===== config.mk =====
export PLATFORM = sky130hd
export DESIGN_NAME = uart_boot_loader_flat
export DESIGN_NICKNAME = d
export VERILOG_FILES = /design/src/rtl/uart_boot_loader_if.sv /design/src/rtl/uart_boot_loader.sv /design/src/flat_wrapper.sv
export SDC_FILE = /design/constraint.sdc
export NUM_CORES = 1
export LEC_CHECK = 0
export CORE_MARGIN = 8
export CORE_UTILIZATION = 54
export CTS_CLUSTER_SIZE = 12
export DETAILED_ROUTE_END_ITERATION = 8
export PLACE_DENSITY = 0.86
export SLEW_MARGIN = 20
export SYNTH_ARGS = -nofsm -noshare
export SYNTH_HDL_FRONTEND = slang
export SYNTH_SLANG_ARGS = --single-unit

===== constraint.sdc =====
create_clock -name clk -period 2.5 [get_ports clk]
set_clock_uncertainty 0.1 [all_clocks]
set_input_delay 0.5 -clock clk [delete_from_list [all_inputs] [get_ports clk]]
set_output_delay 0.5 -clock clk [all_outputs]
set_load 0.01 [all_outputs]

===== src/rtl/uart_boot_loader_if.sv =====
// Signal bundle between the boot loader and its UART, imem and core neighbours.
// The master side is the boot loader, and the slave side is the surrounding CPU top.
interface uart_boot_loader_if #(
    parameter int IMEM_ADDR_W = 16
);
    logic [7:0]             rx_rdata;
    logic                   rx_rdata_ready;
    logic                   rx_ferr;
    logic [7:0]             tx_sdata;
    logic                   tx_start;
    logic                   tx_busy;
    logic                   imem_we;
    logic [IMEM_ADDR_W-1:0] imem_addr;
    logic [31:0]            imem_wdata;
    logic                   boot_done;
    logic                   boot_err;
    logic                   cpu_tx_req;
    logic [7:0]             cpu_tx_data;
    logic                   cpu_tx_ack;
    logic                   cpu_rx_valid;
    logic [7:0]             cpu_rx_data;

    modport master (
        input  rx_rdata, rx_rdata_ready, rx_ferr, tx_busy, cpu_tx_req, cpu_tx_data,
        output tx_sdata, tx_start, imem_we, imem_addr, imem_wdata,
               boot_done, boot_err, cpu_tx_ack, cpu_rx_valid, cpu_rx_data
    );

    modport slave (
        output rx_rdata, rx_rdata_ready, rx_ferr, tx_busy, cpu_tx_req, cpu_tx_data,
        input  tx_sdata, tx_start, imem_we, imem_addr, imem_wdata,
               boot_done, boot_err, cpu_tx_ack, cpu_rx_valid, cpu_rx_data
    );
endinterface


===== src/rtl/uart_boot_loader.sv =====
// UART boot sequencer: handshakes with the host, loads the program image into imem,
// then releases the core and shares the UART between the core and stdin.
module uart_boot_loader #(
    parameter int IMEM_ADDR_W = 16
) (
    input  logic               clk,
    input  logic               reset_n,
    uart_boot_loader_if.master bus
);
    localparam logic [63:0]          MAX_BYTES = 64'd4 << IMEM_ADDR_W;
    localparam logic [IMEM_ADDR_W:0] ONE_WORD  = 1;

    typedef enum logic [2:0] {
        S_SEND_99,
        S_RECV_SIZE,
        S_RECV_PROG,
        S_SEND_AA,
        S_RUN,
        S_ERROR
    } state_t;

    state_t state_q, state_d;

    logic                   guard_q;
    logic                   tx_start_q;
    logic [7:0]             tx_sdata_q;
    logic [1:0]             byte_cnt_q;
    logic [23:0]            shreg_q;
    logic [IMEM_ADDR_W:0]   word_idx_q;
    logic [IMEM_ADDR_W:0]   words_total_q;
    logic                   imem_we_q;
    logic [IMEM_ADDR_W-1:0] imem_addr_q;
    logic [31:0]            imem_wdata_q;
    logic                   cpu_tx_ack_q;
    logic                   cpu_rx_valid_q;
    logic [7:0]             cpu_rx_data_q;

    logic        rx_ok, rx_bad, tx_free, last_byte, prog_open, size_bad;
    logic [31:0] assembled;

    logic        issue, ack_d, rx_fwd, take_size, take_prog;
    logic [7:0]  issue_byte;

    assign rx_ok     = bus.rx_rdata_ready & ~bus.rx_ferr;
    assign rx_bad    = bus.rx_rdata_ready & bus.rx_ferr;
    // tx_busy rises one cycle after tx_start, so guard covers that gap.
    assign tx_free   = ~bus.tx_busy & ~guard_q;
    assign last_byte = (byte_cnt_q == 2'd3);
    // Incoming byte lands on top, so after four bytes the word is little-endian.
    assign assembled = {bus.rx_rdata, shreg_q};
    assign size_bad  = (assembled[1:0] != 2'b00) || ({32'd0, assembled} > MAX_BYTES);
    assign prog_open = (word_idx_q != words_total_q);

    always_ff @(posedge clk or negedge reset_n) begin
        if (!reset_n) begin
            state_q <= S_SEND_99;
        end else begin
            // NOTE: sequential state always uses <= so every flop samples pre-edge values.
            state_q <= state_d;
        end
    end

    always_comb begin
        // NOTE: default first, so no path through the case leaves state_d unassigned (no latch).
        state_d = state_q;
        case (state_q)
            S_SEND_99:   if (tx_free) state_d = S_RECV_SIZE;
            S_RECV_SIZE: begin
                if (rx_bad) begin
                    state_d = S_ERROR;
                end else if (rx_ok && last_byte) begin
                    if (assembled == 32'd0) state_d = S_SEND_AA;
                    else if (size_bad)      state_d = S_ERROR;
                    else                    state_d = S_RECV_PROG;
                end
            end
            S_RECV_PROG: begin
                if (rx_bad)                       state_d = S_ERROR;
                else if (imem_we_q && !prog_open) state_d = S_SEND_AA;
            end
            S_SEND_AA:   if (tx_free) state_d = S_RUN;
            S_RUN:       state_d = S_RUN;
            S_ERROR:     state_d = S_ERROR;
            default:     state_d = S_ERROR;
        endcase
    end

    always_comb begin
        issue      = 1'b0;
        issue_byte = 8'h00;
        ack_d      = 1'b0;
        rx_fwd     = 1'b0;
        take_size  = 1'b0;
        take_prog  = 1'b0;
        case (state_q)
            S_SEND_99: begin
                issue      = tx_free;
                issue_byte = 8'h99;
            end
            S_RECV_SIZE: take_size = rx_ok;
            S_RECV_PROG: take_prog = rx_ok & prog_open;
            S_SEND_AA: begin
                issue      = tx_free;
                issue_byte = 8'hAA;
            end
            S_RUN: begin
                issue      = tx_free & bus.cpu_tx_req;
                issue_byte = bus.cpu_tx_data;
                ack_d      = issue;
                rx_fwd     = rx_ok;
            end
            default: ;
        endcase
    end

    always_ff @(posedge clk or negedge reset_n) begin
        if (!reset_n) begin
            guard_q        <= 1'b0;
            tx_start_q     <= 1'b0;
            tx_sdata_q     <= 8'h00;
            byte_cnt_q     <= 2'd0;
            shreg_q        <= 24'd0;
            word_idx_q     <= '0;
            words_total_q  <= '0;
            imem_we_q      <= 1'b0;
            imem_addr_q    <= '0;
            imem_wdata_q   <= 32'd0;
            cpu_tx_ack_q   <= 1'b0;
            cpu_rx_valid_q <= 1'b0;
            cpu_rx_data_q  <= 8'h00;
        end else begin
            guard_q        <= issue;
            tx_start_q     <= issue;
            cpu_tx_ack_q   <= ack_d;
            cpu_rx_valid_q <= rx_fwd;
            imem_we_q      <= 1'b0;
            if (issue)  tx_sdata_q    <= issue_byte;
            if (rx_fwd) cpu_rx_data_q <= bus.rx_rdata;
            if (take_size || take_prog) begin
                byte_cnt_q <= byte_cnt_q + 2'd1;
                shreg_q    <= assembled[31:8];
            end
            if (take_size && last_byte) words_total_q <= assembled[IMEM_ADDR_W+2:2];
            if (take_prog && last_byte) begin
                imem_we_q    <= 1'b1;
                imem_wdata_q <= assembled;
                imem_addr_q  <= word_idx_q[IMEM_ADDR_W-1:0];
                word_idx_q   <= word_idx_q + ONE_WORD;
            end
        end
    end

    assign bus.tx_sdata     = tx_sdata_q;
    assign bus.tx_start     = tx_start_q;
    assign bus.imem_we      = imem_we_q;
    assign bus.imem_addr    = imem_addr_q;
    assign bus.imem_wdata   = imem_wdata_q;
    assign bus.boot_done    = (state_q == S_RUN);
    assign bus.boot_err     = (state_q == S_ERROR);
    assign bus.cpu_tx_ack   = cpu_tx_ack_q;
    assign bus.cpu_rx_valid = cpu_rx_valid_q;
    assign bus.cpu_rx_data  = cpu_rx_data_q;
endmodule


===== src/flat_wrapper.sv =====
// flat-port wrapper written by rule: the top's interface ports become plain ports
module uart_boot_loader_flat 
#(
    parameter int IMEM_ADDR_W = 16
)
  (clk, reset_n, bus_rx_rdata, bus_rx_rdata_ready, bus_rx_ferr, bus_tx_busy, bus_cpu_tx_req, bus_cpu_tx_data, bus_tx_sdata, bus_tx_start, bus_imem_we, bus_imem_addr, bus_imem_wdata, bus_boot_done, bus_boot_err, bus_cpu_tx_ack, bus_cpu_rx_valid, bus_cpu_rx_data);
  uart_boot_loader_if #(.IMEM_ADDR_W(IMEM_ADDR_W)) bus_i ();
  input  logic clk;
  input  logic reset_n;
  input wire logic [$bits(bus_i.rx_rdata)-1:0] bus_rx_rdata;
  input wire logic [$bits(bus_i.rx_rdata_ready)-1:0] bus_rx_rdata_ready;
  input wire logic [$bits(bus_i.rx_ferr)-1:0] bus_rx_ferr;
  input wire logic [$bits(bus_i.tx_busy)-1:0] bus_tx_busy;
  input wire logic [$bits(bus_i.cpu_tx_req)-1:0] bus_cpu_tx_req;
  input wire logic [$bits(bus_i.cpu_tx_data)-1:0] bus_cpu_tx_data;
  output wire logic [$bits(bus_i.tx_sdata)-1:0] bus_tx_sdata;
  output wire logic [$bits(bus_i.tx_start)-1:0] bus_tx_start;
  output wire logic [$bits(bus_i.imem_we)-1:0] bus_imem_we;
  output wire logic [$bits(bus_i.imem_addr)-1:0] bus_imem_addr;
  output wire logic [$bits(bus_i.imem_wdata)-1:0] bus_imem_wdata;
  output wire logic [$bits(bus_i.boot_done)-1:0] bus_boot_done;
  output wire logic [$bits(bus_i.boot_err)-1:0] bus_boot_err;
  output wire logic [$bits(bus_i.cpu_tx_ack)-1:0] bus_cpu_tx_ack;
  output wire logic [$bits(bus_i.cpu_rx_valid)-1:0] bus_cpu_rx_valid;
  output wire logic [$bits(bus_i.cpu_rx_data)-1:0] bus_cpu_rx_data;
  assign bus_i.rx_rdata = bus_rx_rdata;
  assign bus_i.rx_rdata_ready = bus_rx_rdata_ready;
  assign bus_i.rx_ferr = bus_rx_ferr;
  assign bus_i.tx_busy = bus_tx_busy;
  assign bus_i.cpu_tx_req = bus_cpu_tx_req;
  assign bus_i.cpu_tx_data = bus_cpu_tx_data;
  assign bus_tx_sdata = bus_i.tx_sdata;
  assign bus_tx_start = bus_i.tx_start;
  assign bus_imem_we = bus_i.imem_we;
  assign bus_imem_addr = bus_i.imem_addr;
  assign bus_imem_wdata = bus_i.imem_wdata;
  assign bus_boot_done = bus_i.boot_done;
  assign bus_boot_err = bus_i.boot_err;
  assign bus_cpu_tx_ack = bus_i.cpu_tx_ack;
  assign bus_cpu_rx_valid = bus_i.cpu_rx_valid;
  assign bus_cpu_rx_data = bus_i.cpu_rx_data;
  uart_boot_loader #(.IMEM_ADDR_W(IMEM_ADDR_W)) u_core (.clk(clk), .reset_n(reset_n), .bus(bus_i));
endmodule

==> Flow_metrics.wiki <==
{| class="wikitable"
! Metric !! Value
|-
| Status || complete, but fails checks
|-
| Violated checks || hold timing
|-
| # Max-Cap Violations || 0
|-
| Total vias in the final route || 4898
|-
| Power after layout || 4.81 mW
|-
| Slew of the pin with the lowest slew margin || 612 ps
|-
| Kind of path behind the tightest hold check || input port to async pin
|-
| Share of layout cells above drive strength 1 || 21.8%
|-
| Share of the synthesized area in the top cell type || 53.8%
|-
| Endpoints failing hold || 11
|-
| Syn Inst Count || 530
|-
| Antenna Cells || 0
|-
| Worst setup margin || 96.4 ps
|-
| Initial antenna violation count || 0
|-
| Placed insts || 754
|-
| DIE AREA || 14900 sq um
|-
| CTS Root Buffer Type || sky130_fd_sc_hd__clkbuf_16
|-
| Routed length per placed instance || 20.9 um
|-
| Nature of the critical path endpoint || primary output
|-
| Count of buffer and inverter cells on the critical path || 2
|-
| Setup CP Type || flop to primary output
|-
| Routed Antenna Nets || 0
|-
| Average cell area after synthesis || 11.5 sq um
|-
| Layout filler cell count || 692
|-
| Data required time at the worst endpoint || 1900 ps
|-
| Post-Place Worst Slack || -10.3 ps
|-
| Number of DRC violations after detailed routing || 0
|-
| Maximum number of pins on one net before global-route repair || 52
|-
| Clock Pin Slew Worst Setup and Hold Paths || 60 ps
|-
| Synthesized netlist net count || 554
|-
| Die width || 122 um
|-
| IR drop worst, VDD || 507 uV
|-
| Leakage component of the power || 3.59 nW
|-
| RSZ-0062 raised after global routing || false
|-
| Post-layout instance count excluding filler cells || 787
|-
| Post-synthesis register bit count || 131
|-
| Rel. slew slack || 59.2%
|-
| Endpoints failing setup || 0
|-
| Most used flip-flop cell after synthesis || sky130_fd_sc_hd__dfrtp_1
|-
| Cell at the slowest stage of the critical path || sky130_fd_sc_hd__clkdlybuf4s50_1
|-
| GR Util All Layers || 22.7%
|-
| Via density per instance || 6.22
|-
| Areal power density over the cells || 608 nW/um^2
|-
| Post-synthesis instance area || 6090 sq um
|-
| Number of nets in the layout || 658
|-
| Remaining global-route overflow || 0
|-
| Clock buffer count from CTS || 17
|-
| Cells taking the most area after synthesis || sky130_fd_sc_hd__dfrtp_1 (54%), sky130_fd_sc_hd__mux2_2 (14%), sky130_fd_sc_hd__xnor2_1 (4.2%)
|-
| Placeable Area || 10900 sq um
|-
| Number of flops mapped to enable cells by yosys || 0
|-
| Area of all placed cells without fillers || 7920 sq um
|-
| Routability Congestion || 0.843
|-
| Sequence of cells on the critical path || inv_1, nor3_2, clkdlybuf4s50_1
|-
| Number of input and output port buffers inserted || 91
|-
| Family with the most delay on the worst path || buffers and inverters
|-
| Delay of the slowest cell on the worst path || 590 ps
|-
| Count of unique library cells instantiated by Yosys || 35
|-
| First-pass GRT wire length || 26700 um
|-
| Clock sink total || 131
|-
| Post-layout minimum cycle time || 2400 ps
|-
| Buffer levels on the longest clock path || 2
|-
| Area used by multi-input combinational logic || 2620 sq um
|-
| DRC violation total after the first TritonRoute iteration || 527
|-
| FFs w/ async S/R, synth || 100%
|-
| Cell area after placement || 7280 sq um
|-
| Footprint of the flip-flops and latches || 3280 sq um
|-
| Vertical extent of the die || 122 um
|-
| Leading cell type by number of instances after synthesis || sky130_fd_sc_hd__dfrtp_1
|-
| Total count of max-transition violations in the final report || 0
|-
| Detailed placement HPWL || 10600 um
|-
| Number of global-route vias before repair || 5042
|-
| Area grow syn2layout || 29.9%
|-
| CTS tree || yes
|-
| H-tree depth || 4
|-
| Number of iterations in the first detailed-routing pass || 5
|-
| Routed Wire Length || 16400 um
|-
| Top post-synthesis cells by count || sky130_fd_sc_hd__dfrtp_1 (131), sky130_fd_sc_hd__mux2_2 (74), sky130_fd_sc_hd__nor2_1 (37)
|-
| Launching element type of the critical path || flop
|-
| Largest area contributor in the synthesized netlist || sky130_fd_sc_hd__dfrtp_1
|-
| Maximum clock rate || 416 MHz
|-
| Number of warnings issued by yosys || 0
|-
| Sequential element share of the synthesized area || 53.8%
|-
| Tightest hold margin || -12.4 ps
|-
| Crit share post-route || 96.1%
|-
| Highest fanout seen on the critical path || 8
|-
| Clock insertion delay at the later pin of the skew report || 420 ps
|-
| Row count || 38
|-
| Initial cell density of the core || 55.7%
|-
| Arrival time reported for the critical path endpoint || 1800 ps
|-
| Top-Level Pins || 92
|}
## layout by cell type (no fill, tap or decap), drive strengths merged
cell,count
and3,6
o21ai,19
ha,2
nor2,37
buf,29
clkinvlp,3
o22a,2
nand2,22
xor2,5
mux2,74
nor2b,1
a21oi,34
clkdlybuf4s50,90
inv,7
bufinv,3
nor3,8
or3,36
nand4,9
clkbuf,20
o211ai,2
a311o,2
nand2b,1
clkinv,6
o311a,25
o22ai,16
nor4,8
nand3,15
o311ai,1
xnor2,29
dfrtp,131
and2,3
a211oi,1
## per-stage QoR
step | TNS (ps) | utilization [%]
4_1_cts | 0 | 72.3
3_5_place_dp | -10.3 | 66.6
6_report | 0 | 72.4
5_1_grt | 0 | 72.4
3_3_place_gp | 0 | 66.6
2_1_floorplan | 0 | -
## worst register-to-register path, stage by stage (launching register included)
cell and delay [ps]:
sky130_fd_sc_hd__dfrtp_1 440, sky130_fd_sc_hd__xnor2_1 230, sky130_fd_sc_hd__nand4_1 180, sky130_fd_sc_hd__nor4_4 450, sky130_fd_sc_hd__a21oi_1 170, sky130_fd_sc_hd__buf_4 220, sky130_fd_sc_hd__or3_1 360, sky130_fd_sc_hd__o311a_1 140
## power breakdown
part           internal, mW  leakage (nW)  switching, mW
logic                0.0460          1.47         0.0651
clock network          1.65         0.298          0.932
registers              2.12          1.82              0
total                  3.81          3.59          0.997
## routing by layer
metal / track usage [%] / part of all wire, % / up-vias
li1: - / - / 2160
met1: 28.1 / 40 / 2420
met5: 0 / 0 / -
met3: 5.56 / 7.2 / 63
met4: 10.2 / 3.3 / 0
met2: 37.1 / 50 / 255
## registers in the layout (all words and copies together) (netlist names)
name                     flops
u_core.bus.imem_addr        16
u_core.byte_cnt_q            2
u_core.word_idx_q           17
u_core.bus.imem_we           1
u_core.shreg_q              24
u_core.bus.tx_sdata          8
u_core.bus.cpu_tx_ack        1
u_core.guard_q               1
u_core.state_q               3
u_core.bus.cpu_rx_data       8
u_core.words_total_q        17
u_core.bus.imem_wdata       32
u_core.bus.cpu_rx_valid      1
## final cells by class
cell class / count / share of cell area (%)
clock inverters: 12 / 1.94
flip-flops and latches: 131 / 41.4
inverters: 7 / 0.332
clock buffers: 20 / 5.89
repair buffers: 119 / 15.1
multi-input cells: 358 / 33.1
well taps: 140 / 2.21
## worst paths after layout
path	end	slack (ps)	from	cells after the start
min in group clk	u_core.bus.tx_sdata[2]	360	u_core.bus.tx_sdata[2]	2
worst max register to register	u_core.shreg_q[9]	110	u_core.word_idx_q[14]	7
worst min register to register	u_core.bus.tx_sdata[2]	360	u_core.bus.tx_sdata[2]	2
worst min-delay path	u_core.bus.cpu_rx_data[3]	-10	reset_n	1
worst max-delay path	bus_boot_done	100	u_core.state_q[2]	3
max in group asynchronous	u_core.bus.imem_addr[9]	1610	reset_n	2
## logic make-up after synthesis
group	count (synthesis)	synth area share (%)
multiplexers	74	13.7
AO/OA/AOI/OAI	102	11.2
XOR/XNOR	34	4.89
AND/OR/NAND/NOR	146	12.5
flip-flops	131	53.8
buffers and inverters	41	3.49
adder cells (fa/ha/maj)	2	0.411
## timing repair
item                                    CTS  global route
buffers inserted                          0             1
endpoints found under the setup margin    0            19
gates resized for setup                   0             1
hold buffers                              0             0
Power figures use the tool's default switching activity.
